<file path="src/rtl/fifo_wr_arb.sv">
// fifo_wr_arb: round-robin arbiter sharing one synchronous FIFO write port
// among N_REQ producers. The grant is combinational, so a producer's word is
// pushed in the same cycle it is offered and selected.
//
// Optional feature: define FIFO_ARB_BURST_EN to let the most recent producer
// keep the port for up to MAX_BURST consecutive pushes before rotating.
// Without the macro, the grant rotates after every push.
module fifo_wr_arb #(
    parameter int N_REQ     = 4,
    parameter int WIDTH     = 32,
    parameter int W_SRC     = $clog2(N_REQ),
    parameter int MAX_BURST = 4
) (
    input  logic                   clk,
    input  logic                   rst_n,
    input  logic [N_REQ-1:0]       req_valid,
    input  logic [N_REQ*WIDTH-1:0] req_data,
    output logic [N_REQ-1:0]       req_ready,
    output logic                   fifo_w_en,
    output logic [WIDTH-1:0]       fifo_w_data,
    output logic [W_SRC-1:0]       fifo_w_src,
    input  logic                   fifo_full,
    output logic [W_SRC-1:0]       last_grant,
    output logic [15:0]            push_count
);

    // (base + k) mod N_REQ, valid for base < N_REQ and 1 <= k <= N_REQ
    function automatic logic [W_SRC-1:0] wrap_add(input logic [W_SRC-1:0] base,
                                                  input int unsigned    k);
        int unsigned s;
        s = int'(base) + k;
        if (s >= N_REQ)
            s = s - N_REQ;
        return s[W_SRC-1:0];
    endfunction

    logic             rr_found_p0;
    logic [W_SRC-1:0] rr_idx_p0;
    logic             hold_p0;
    logic             grant_vld_p0;
    logic [W_SRC-1:0] grant_idx_p0;

`ifdef FIFO_ARB_BURST_EN
    logic [7:0] burst_cnt;
    // Set by the first push after reset so that the reset value of last_grant
    // is never treated as a burst holder; producer 0 still goes first.
    logic       burst_act;
`endif

    // Round-robin search starting just after last_grant; last_grant comes last
    always_comb begin
        rr_found_p0 = 1'b0;
        rr_idx_p0   = '0;
        for (int k = 1; k <= N_REQ; k++) begin
            if (!rr_found_p0 && req_valid[wrap_add(last_grant, k)]) begin
                rr_found_p0 = 1'b1;
                rr_idx_p0   = wrap_add(last_grant, k);
            end
        end
    end

    // Burst hold takes priority over the rotation while the holder has budget
    always_comb begin
`ifdef FIFO_ARB_BURST_EN
        hold_p0 = burst_act && req_valid[last_grant] &&
                  (burst_cnt < 8'(MAX_BURST - 1));
`else
        hold_p0 = 1'b0;
`endif
        grant_vld_p0 = rst_n && !fifo_full && (hold_p0 || rr_found_p0);
        grant_idx_p0 = hold_p0 ? last_grant : rr_idx_p0;
    end

    // Steer the granted producer onto the write port; all zero when no grant
    always_comb begin
        req_ready   = '0;
        fifo_w_en   = grant_vld_p0;
        fifo_w_data = '0;
        fifo_w_src  = '0;
        for (int i = 0; i < N_REQ; i++) begin
            if (grant_vld_p0 && (grant_idx_p0 == W_SRC'(i))) begin
                req_ready[i] = 1'b1;
                fifo_w_data  = req_data[i*WIDTH +: WIDTH];
                fifo_w_src   = W_SRC'(i);
            end
        end
    end

    // Arbitration state: last winner, push counter and burst bookkeeping
    always_ff @(posedge clk) begin
        if (!rst_n) begin
            last_grant <= W_SRC'(N_REQ - 1);
            push_count <= 16'd0;
`ifdef FIFO_ARB_BURST_EN
            burst_cnt  <= 8'd0;
            burst_act  <= 1'b0;
`endif
        end else if (grant_vld_p0) begin
            last_grant <= grant_idx_p0;
            push_count <= push_count + 16'd1;
`ifdef FIFO_ARB_BURST_EN
            burst_act  <= 1'b1;
            if (hold_p0)
                burst_cnt <= burst_cnt + 8'd1;
            else
                burst_cnt <= 8'd0;
`endif
        end
    end

endmodule

</file>
<file path="config.mk">
export PLATFORM = sky130hd
export DESIGN_NAME = fifo_wr_arb
export DESIGN_NICKNAME = d
export VERILOG_FILES = /design/src/rtl/fifo_wr_arb.sv
export SDC_FILE = /design/constraint.sdc
export NUM_CORES = 1
export LEC_CHECK = 0
export BUFFER_PORTS_ARGS = -buffer_cell sky130_fd_sc_hd__clkbuf_2
export CAP_MARGIN = 40
export CELL_PAD_IN_SITES_DETAIL_PLACEMENT = 0
export CELL_PAD_IN_SITES_GLOBAL_PLACEMENT = 1
export CORE_MARGIN = 1.5
export CORE_UTILIZATION = 27
export DETAILED_ROUTE_END_ITERATION = 10
export GPL_ROUTABILITY_DRIVEN = 0
export PLACE_DENSITY = 0.85
export SKIP_LAST_GASP = 1
export SYNTH_ARGS = -nofsm -noshare
export SYNTH_HDL_FRONTEND = slang
export SYNTH_SLANG_ARGS = --single-unit
export TNS_END_PERCENT = 10
</file>
<file path="constraint.sdc">
create_clock -name clk -period 3.15 [get_ports clk]
set_clock_uncertainty 0.05 [all_clocks]
set_input_delay 0.4725 -clock clk [delete_from_list [all_inputs] [get_ports clk]]
set_output_delay 0.4725 -clock clk [all_outputs]
set_load 0.02 [all_outputs]
</file>
==> results.json, run 1 <==
{
  "synth_area_leaders": "mux2i_1 31%, dfxtp_1 17%, o22ai_2 16%",
  "hold_viol_final": 0,
  "layout.nets": 533,
  "whs_ps": 446,
  "avgSynthCellArea_um2": 9.68,
  "rows": 31,
  "yosys.area.top_type": "mux2i_1",
  "grt_pass1_wl_mm": 10.5,
  "ys_warn_count": 0,
  "layout.area.seq_um2": 360,
  "vdd_drop_max_v": 0.000151,
  "grt_pass1_vias": 2174,
  "outcome": "finished clean",
  "min_delay_path_depth": 2,
  "vias": 2310,
  "ys_ff_latch": 18,
  "start_util_pct": 28.3,
  "critPathMaxFanout": 69,
  "holdBufCountCts": 0,
  "syn_inst": 214,
  "overflow": 0,
  "worstPathCellList": "nand2b_1 -> o21ai_1 -> a221oi_4 -> buf_12 -> mux2i_1 -> o22ai_2 -> clkbuf_2",
  "maxCapViolCount": 0,
  "post_cts_buffers": 0,
  "insertion_delay_ps": 260,
  "synth_top_area_share_pct": 31.4,
  "wl_per_cell_um": 14.0,
  "critPathMaxStageDelay_ps": 460,
  "hold_class": "flop to flop",
  "io_buffers": 191,
  "slowest_stage": "dfxtp_1",
  "yosysMostFrequentCell": "mux2i_1",
  "dieArea_mm2": 0.00821,
  "cp.buffers_inverters": 2,
  "syn_nets": 350,
  "htreeDepth": 1,
  "cp_data_arrival_time_ps": 2300,
  "startpoint": "last_grant[0]",
  "drv_slew": 0,
  "cp.required_ps": 2630,
  "drt_iter0_markers": 48,
  "numCtsBuffers": 3,
  "antenna_cells": 0,
  "p_per_area_mw_per_mm2": 294,
  "yosysSeqAreaShare_pct": 17.4,
  "p_leak_uw": 0.00170,
  "io_pins": 192,
  "totalWireLength_mm": 6.90,
  "power_frac_seq_pct": 26.5,
  "grt_max_degree": 70,
  "ctsRootBufferMaster": "clkbuf_8",
  "fmax_ghz": 0.354,
  "cp_top_family": "buffers and inverters",
  "synth_commonest_cells": "65 x mux2i_1, 27 x o22ai_2, 18 x dfxtp_1",
  "synthMuxAreaShare_pct": 31.4,
  "synthArstFlopShare_pct": 0,
  "ant_nets": 0,
  "slew_headroom_pct": 62.3,
  "reg2reg_from": "last_grant[0]",
  "worstReg2RegEnd": "last_grant[0]",
  "p_switching_uw": 357,
  "cts_buffer_depth": 2,
  "dr.pass1.iters": 4,
  "r2r_setup_slack_ps": 1390,
  "core-area_mm2": 0.00733,
  "die_w_um": 90.6,
  "synth_edf_count": 0,
  "ys.flop_type": "dfxtp_1",
  "drt-vias-per-instance": 4.68,
  "cp-end-kind": "output pin",
  "fillers": 745,
  "clk_pin_slew_ps": 70,
  "cts_resized": 0,
  "swShare_pct": 38.9,
  "cts_sinks": 18,
  "setup_viol": 0,
  "fp.dieH_um": 90.6,
  "critical_path_depth": 7,
  "synth_top_family_by_area": "multiplexers",
  "hpwl_mm": 5.63,
  "drive_gt1_share_pct": 60.0,
  "criticalPathCategory": "flop to output pin",
  "synthToLayoutAreaGrowth_pct": 50.3,
  "p_int_uw": 559,
  "worstMarginPinSlew_ps": 561,
  "multiInputGateArea_mm2": 0.00156,
  "cp-start-kind": "flop",
  "synth-simple-area-share_pct": 16.1,
  "synth_fa_ha_area_share_pct": 0.604,
  "critPathCapture": "fifo_w_data[17]",
  "netlist_area_mm2": 0.00207,
  "worst-r2r-cell-count": 5,
  "pwr-share-comb_pct": 55.7,
  "synth_cell_types": 40,
  "clkPwrFrac_pct": 17.7,
  "synth_xor_area_share_pct": 5.92,
  "cts_tree": "built",
  "gr-usage-all-layers_pct": 15.6,
  "tns_ps": 0,
  "antenna_found_initial": 0,
  "finalCritPeriodShare_pct": 89.6,
  "synth_compound_area_share_pct": 20.7,
  "hold_start": "push_count[1]",
  "rsz0062_at_grt": "no",
  "drcViolationCount": 0,
  "layout_min_cycle_time_ps": 2820
}
cell type report:
type                            count  area share, %
Tap cell                           99           3.98
Timing Repair Buffer              194           32.6
Multi-Input combinational cell    176           50.0
Inverter                            4          0.482
Sequential cell                    18           11.6
Clock buffer                        3           1.33
cell families (layout without fill, tap and decap cells):
group | count (synthesis) | in the layout
AO/OA/AOI/OAI | 40 | 40
multiplexers | 65 | 65
AND/OR/NAND/NOR | 56 | 56
flip-flops | 18 | 18
adder cells (fa/ha/maj) | 1 | 1
XOR/XNOR | 14 | 14
buffers and inverters | 20 | 201
placed cells by master, fill, tap and decap left out, drive strengths merged, types with 3 or more instances in the layout:
cell / count
nor2: 7
nand4: 4
clkbuf: 194
and2: 11
buf: 3
inv: 4
nor3: 3
nand2: 12
nand3: 6
nor2b: 3
xor2: 4
dfxtp: 18
xnor2: 10
o22ai: 32
nand2b: 4
mux2i: 65
worst min-delay path, stage by stage (launching register included):
cell and delay (ps):
dfxtp_1 330, nand2_1 60, o21ai_0 60
layer usage:
metal | global-route usage, % | vias to the layer above | routed length (µm)
met5 | 0 | - | 0
met1 | 19.3 | 1045 | 2850
met3 | 3.79 | 6 | 527
met2 | 27.6 | 100 | 3470
met4 | 2.38 | 0 | 58
li1 | - | 1159 | -
power by group through the flow:
stage	logic, µW	registers [µW]	clock network, µW
after floorplan	363	253	0
after global placement	510	248	0
after detailed placement	516	249	0
after CTS	517	243	167
after global routing	550	244	173
final	510	243	162
flip-flops by register name, summed over array words and instances (netlist names):
| signal | cells |
|---|---|
| push_count | 16 |
| last_grant | 2 |
through the flow:
step	power [µW]	utilization [%]	instances	instance area [µm²]	setup WS, ps
CTS	927	42.5	494	3110	294
detailed placement	764	41.9	491	3070	482
global placement	758	41.9	491	3070	499
global route	967	42.5	494	3110	165
floorplan	615	-	214	2070	919
finish	916	42.5	494	3110	328
worst min path at each step:
stage	slack [ps]	endpoint
floorplan	510	push_count[1]
global placement	450	push_count[1]
detailed placement	450	push_count[1]
CTS	460	push_count[1]
global route	490	push_count[1]
finish	450	push_count[1]
Note: power is estimated with default switching activity, not from simulation.
==> run 2: changes to the inputs <==
--- a/config.mk
+++ b/config.mk
@@ -9,9 +9,7 @@
 export CAP_MARGIN = 40
-export CELL_PAD_IN_SITES_DETAIL_PLACEMENT = 0
-export CELL_PAD_IN_SITES_GLOBAL_PLACEMENT = 1
 export CORE_MARGIN = 1.5
-export CORE_UTILIZATION = 27
+export CORE_UTILIZATION = 41
 export DETAILED_ROUTE_END_ITERATION = 10
 export GPL_ROUTABILITY_DRIVEN = 0
-export PLACE_DENSITY = 0.85
+export PLACE_DENSITY = 0.87
 export SKIP_LAST_GASP = 1
==> constraint.sdc (replaced) <==
create_clock -name clk -period 3.15 [get_ports clk]
set_clock_uncertainty 0.05 [all_clocks]
set_input_delay 0.1575 -clock clk [delete_from_list [all_inputs] [get_ports clk]]
set_output_delay 0.1575 -clock clk [all_outputs]
set_load 0.02 [all_outputs]
==> results.json, run 2 (synthesis results as in run 1) <==
{
  "slowest_stage": "a221oi_4",
  "cts_resized": 0,
  "cp-start-kind": "flop",
  "vdd_drop_max_v": 0.000185,
  "drt-met1-wl_mm": 2.69,
  "r2r_setup_slack_ps": 1290,
  "dr.pass1.iters": 4,
  "core-area_mm2": 0.00479,
  "p_per_area_mw_per_mm2": 307,
  "grt_pass1_vias": 2154,
  "layout_common_cells": "191 x clkbuf_2, 65 x mux2i_1, 27 x o22ai_2",
  "p_leak_uw": 0.00172,
  "cp.required_ps": 2940,
  "drive_gt1_share_pct": 60.3,
  "start_util_pct": 43.3,
  "fmax_ghz": 0.373,
  "overflow": 0,
  "drt_iter0_markers": 120,
  "hpwl_mm": 6.24,
  "totalWireLength_mm": 7.38,
  "drcViolationCount": 0,
  "hold_class": "primary input to flop",
  "largest_reg_flops": 16,
  "top_register": "push_count",
  "slew_headroom_pct": 51.3,
  "clk_pin_slew_ps": 70,
  "drv_slew": 0,
  "htreeDepth": 1,
  "routed.top_layer": "met4",
  "cp_data_arrival_time_ps": 2470,
  "cts_tree": "built",
  "min_delay_path_depth": 3,
  "whs_endpoint": "push_count[1]",
  "outcome": "finished clean",
  "met3_length_um": 435,
  "worstPathCellList": "nand2b_1 -> o21ai_1 -> a221oi_4 -> buf_12 -> mux2i_1 -> o22ai_2 -> clkbuf_2",
  "final_common_cell": "clkbuf_2",
  "io_buffers": 191,
  "gr-usage-all-layers_pct": 24.4,
  "die_w_um": 74.1,
  "grt_max_degree": 34,
  "reg_top3": "push_count x16, last_grant x2",
  "criticalPathCategory": "flop to output pin",
  "power_uw": 958,
  "cp-end-kind": "output pin",
  "worstReg2RegEnd": "last_grant[0]",
  "antenna_cells": 0,
  "rows": 25,
  "fp.dieH_um": 74.1,
  "drt-vias-per-instance": 5.15,
  "ant_nets": 0,
  "io_pins": 192,
  "post_cts_buffers": 0,
  "wl_per_cell_um": 15.9,
  "maxCapViolCount": 0,
  "insertion_delay_ps": 250,
  "hold_viol_final": 0,
  "grt_pass1_wl_mm": 10.2,
  "dr_wl_met2_mm": 4.11,
  "cts_buffer_depth": 2,
  "numCtsBuffers": 3,
  "synthToLayoutAreaGrowth_pct": 50.7,
  "tns_ps": 0,
  "critPathMaxFanout": 32,
  "critPathMaxStageDelay_ps": 650,
  "dieArea_mm2": 0.00549,
  "cts_sinks": 18,
  "finalCritPeriodShare_pct": 85.0,
  "reg2reg_from": "last_grant[0]",
  "rsz0062_at_grt": "no",
  "setup_viol": 0,
  "layout_min_cycle_time_ps": 2680,
  "hold_start": "rst_n",
  "holdBufCountCts": 0,
  "layout.nets": 535,
  "vias": 2393,
  "worstMarginPinSlew_ps": 730,
  "ctsRootBufferMaster": "clkbuf_8",
  "antenna_found_initial": 0,
  "worst-r2r-cell-count": 5
}
[run 2: per-layer routing]
layer,track usage (%),up-vias
li1,-,1170
met1,26.5,1091
met2,47.7,114
met3,4.74,18
met4,6.17,0
met5,0,-
[run 2: power breakdown]
group / switching (µW) / internal (µW) / total [µW]
sequential: 8.93 / 234 / 242
clock: 78.0 / 111 / 189
combinational: 276 / 251 / 527
total: 363 / 596 / 958
[run 2: critical path: cells and delay by family (launching register included)]
family,cells,cell delay (ps)
and+or+nand+nor,1,160
buffers and inverters,2,470
AOI/OAI and AO/OA,3,860
muxes,1,280
DFF,1,430
[run 2: metrics by stage]
stage | hold WS [ps] | setup WS, ps | util (%) | area (µm²) | cells
final | 292 | 472 | 65.3 | 3120 | 465
after CTS | 294 | 466 | 65.3 | 3120 | 465
after detailed placement | 447 | 767 | 64.1 | 3070 | 461
after floorplan | 229 | 1230 | - | 2070 | 214
after global routing | 328 | 273 | 65.3 | 3120 | 465
after global placement | 433 | 773 | 63.1 | 3020 | 459
[run 2: cell type report]
cell class	count	area (µm²)
Fill cell	408	1660
Multi-Input combinational cell	176	1560
Timing Repair Buffer	196	1050
Sequential cell	18	360
Tap cell	67	83.8
Clock buffer	4	55.1
Inverter	4	15.0
[run 2: worst max path at each step]
stage	startpoint	end
after floorplan	last_grant[0]	fifo_w_data[0]
after global placement	last_grant[0]	fifo_w_data[9]
after detailed placement	last_grant[0]	fifo_w_data[16]
after CTS	last_grant[0]	fifo_w_data[16]
after global routing	last_grant[0]	fifo_w_data[16]
final	last_grant[0]	fifo_w_data[16]
==> run 3: changes to the inputs <==
- CAP_MARGIN: 40 -> 20
- CORE_AREA: not set -> 2 2 74 76
- CORE_MARGIN: 1.5 -> not set
- CORE_UTILIZATION: 41 -> not set
- CTS_BUF_LIST: not set -> sky130_fd_sc_hd__clkbuf_8
- DIE_AREA: not set -> 0 0 76 78
- PLACE_DENSITY: 0.87 -> 0.86
==> results.json, run 3 (synthesis results as in run 1) <==
{
  "outcome": "finished clean",
  "cts_buffer_depth": 2,
  "rows": 26,
  "ant_nets": 0,
  "clkPwrFrac_pct": 19.8,
  "reg_top3": "push_count x16, last_grant x2",
  "cts_sinks": 18,
  "insertion_delay_ps": 260,
  "post_cts_buffers": 0,
  "wl_per_cell_um": 16.6,
  "maxCapViolCount": 0,
  "p_int_uw": 589,
  "drv_slew": 0,
  "grt_pass1_wl_mm": 11.7,
  "dieArea_mm2": 0.00593,
  "grt_pass1_vias": 2316,
  "antenna_cells": 0,
  "hpwl_mm": 6.59,
  "utilization_pct": 61.1,
  "numCtsBuffers": 3,
  "cts_tree": "built",
  "core-area_mm2": 0.00504,
  "fillers": 424,
  "final_common_cell": "clkbuf_2",
  "pwr-share-comb_pct": 54.7,
  "io_buffers": 191,
  "ctsRootBufferMaster": "clkbuf_8",
  "io_pins": 192,
  "tns_ps": 0,
  "top_register": "push_count",
  "drcViolationCount": 0,
  "drive_gt1_share_pct": 60.3,
  "dr.pass1.iters": 4,
  "fmax_ghz": 0.366,
  "power_frac_seq_pct": 25.5,
  "htreeDepth": 1,
  "cp-end-kind": "output pin",
  "vdd_drop_max_v": 0.000143,
  "drt-vias-per-instance": 5.12,
  "cts_resized": 0,
  "p_per_area_mw_per_mm2": 309,
  "cp_data_arrival_time_ps": 2520,
  "fp.dieH_um": 78,
  "swShare_pct": 38.1,
  "antenna_found_initial": 0,
  "overflow": 0,
  "vias": 2396,
  "worstMarginPinSlew_ps": 1020,
  "grt_max_degree": 36,
  "cp-start-kind": "flop",
  "totalWireLength_mm": 7.78,
  "finalCritPeriodShare_pct": 86.6,
  "start_util_pct": 41.1,
  "setup_viol": 0,
  "layout_min_cycle_time_ps": 2730,
  "holdBufCountCts": 0,
  "die_w_um": 76,
  "p_switching_uw": 363,
  "rsz0062_at_grt": "no",
  "drt_iter0_markers": 132,
  "slew_headroom_pct": 32.2,
  "cp.required_ps": 2940,
  "gr-usage-all-layers_pct": 24.7,
  "layout_common_cells": "191 x clkbuf_2, 65 x mux2i_1, 27 x o22ai_2",
  "clk_pin_slew_ps": 70,
  "largest_reg_flops": 16,
  "layout.nets": 535,
  "hold_viol_final": 0,
  "criticalPathCategory": "flop to output pin",
  "p_leak_uw": 0.00170,
  "synthToLayoutAreaGrowth_pct": 48.7,
  "hold_class": "primary input to flop",
  "critPathMaxFanout": 33
}
-- run 3: worst paths after layout --
path,startpoint,end,slack (ps),cells past startpoint
worst max-delay path,last_grant[0],fifo_w_data[29],420,7
worst min-delay path,rst_n,push_count[1],290,3
worst max register to register,last_grant[0],last_grant[0],1210,5
worst min register to register,push_count[1],push_count[1],450,2
-- run 3: critical path: stages, from the launching register on --
cell,delay [ps]
dfxtp_1,440
nand2b_1,160
o21ai_1,100
a221oi_4,640
buf_12,320
mux2i_1,270
o22ai_2,120
clkbuf_2,220
-- run 3: through the flow --
stage	hold slack (ps)	instances	total power (µW)	setup WS (ps)	cell area (µm²)
final	289	468	952	421	3080
after global routing	335	468	998	223	3080
after CTS	288	468	958	414	3080
after detailed placement	439	464	768	698	3030
after global placement	431	464	759	797	3030
after floorplan	229	214	615	1230	2070
-- run 3: area by class of cell --
type,instances,area (µm²),share of cell area [%]
tap,70,87.6,2.84
timing repair buffer,196,1010,32.6
sequential,18,360,11.7
inverter,4,15.0,0.487
multi-input combinational,176,1560,50.5
clock buffer,4,55.1,1.79
-- run 3: per-layer routing --
metal	global-route usage [%]	vias to the layer above	wire, µm	part of all wire [%]
met3	4.19	14	600	7.7
met4	6.00	0	106	1.4
met5	0	-	0	0
li1	-	1158	-	-
met1	33.6	1099	3480	45
met2	40.8	125	3590	46
-- run 3: power groups by stage --
| stage | logic (µW) | clock network, µW | registers, µW |
|---|---|---|---|
| after floorplan | 363 | 0 | 253 |
| after global placement | 512 | 0 | 247 |
| after detailed placement | 521 | 0 | 248 |
| after CTS | 523 | 193 | 242 |
| after global routing | 556 | 198 | 244 |
| final | 520 | 189 | 243 |
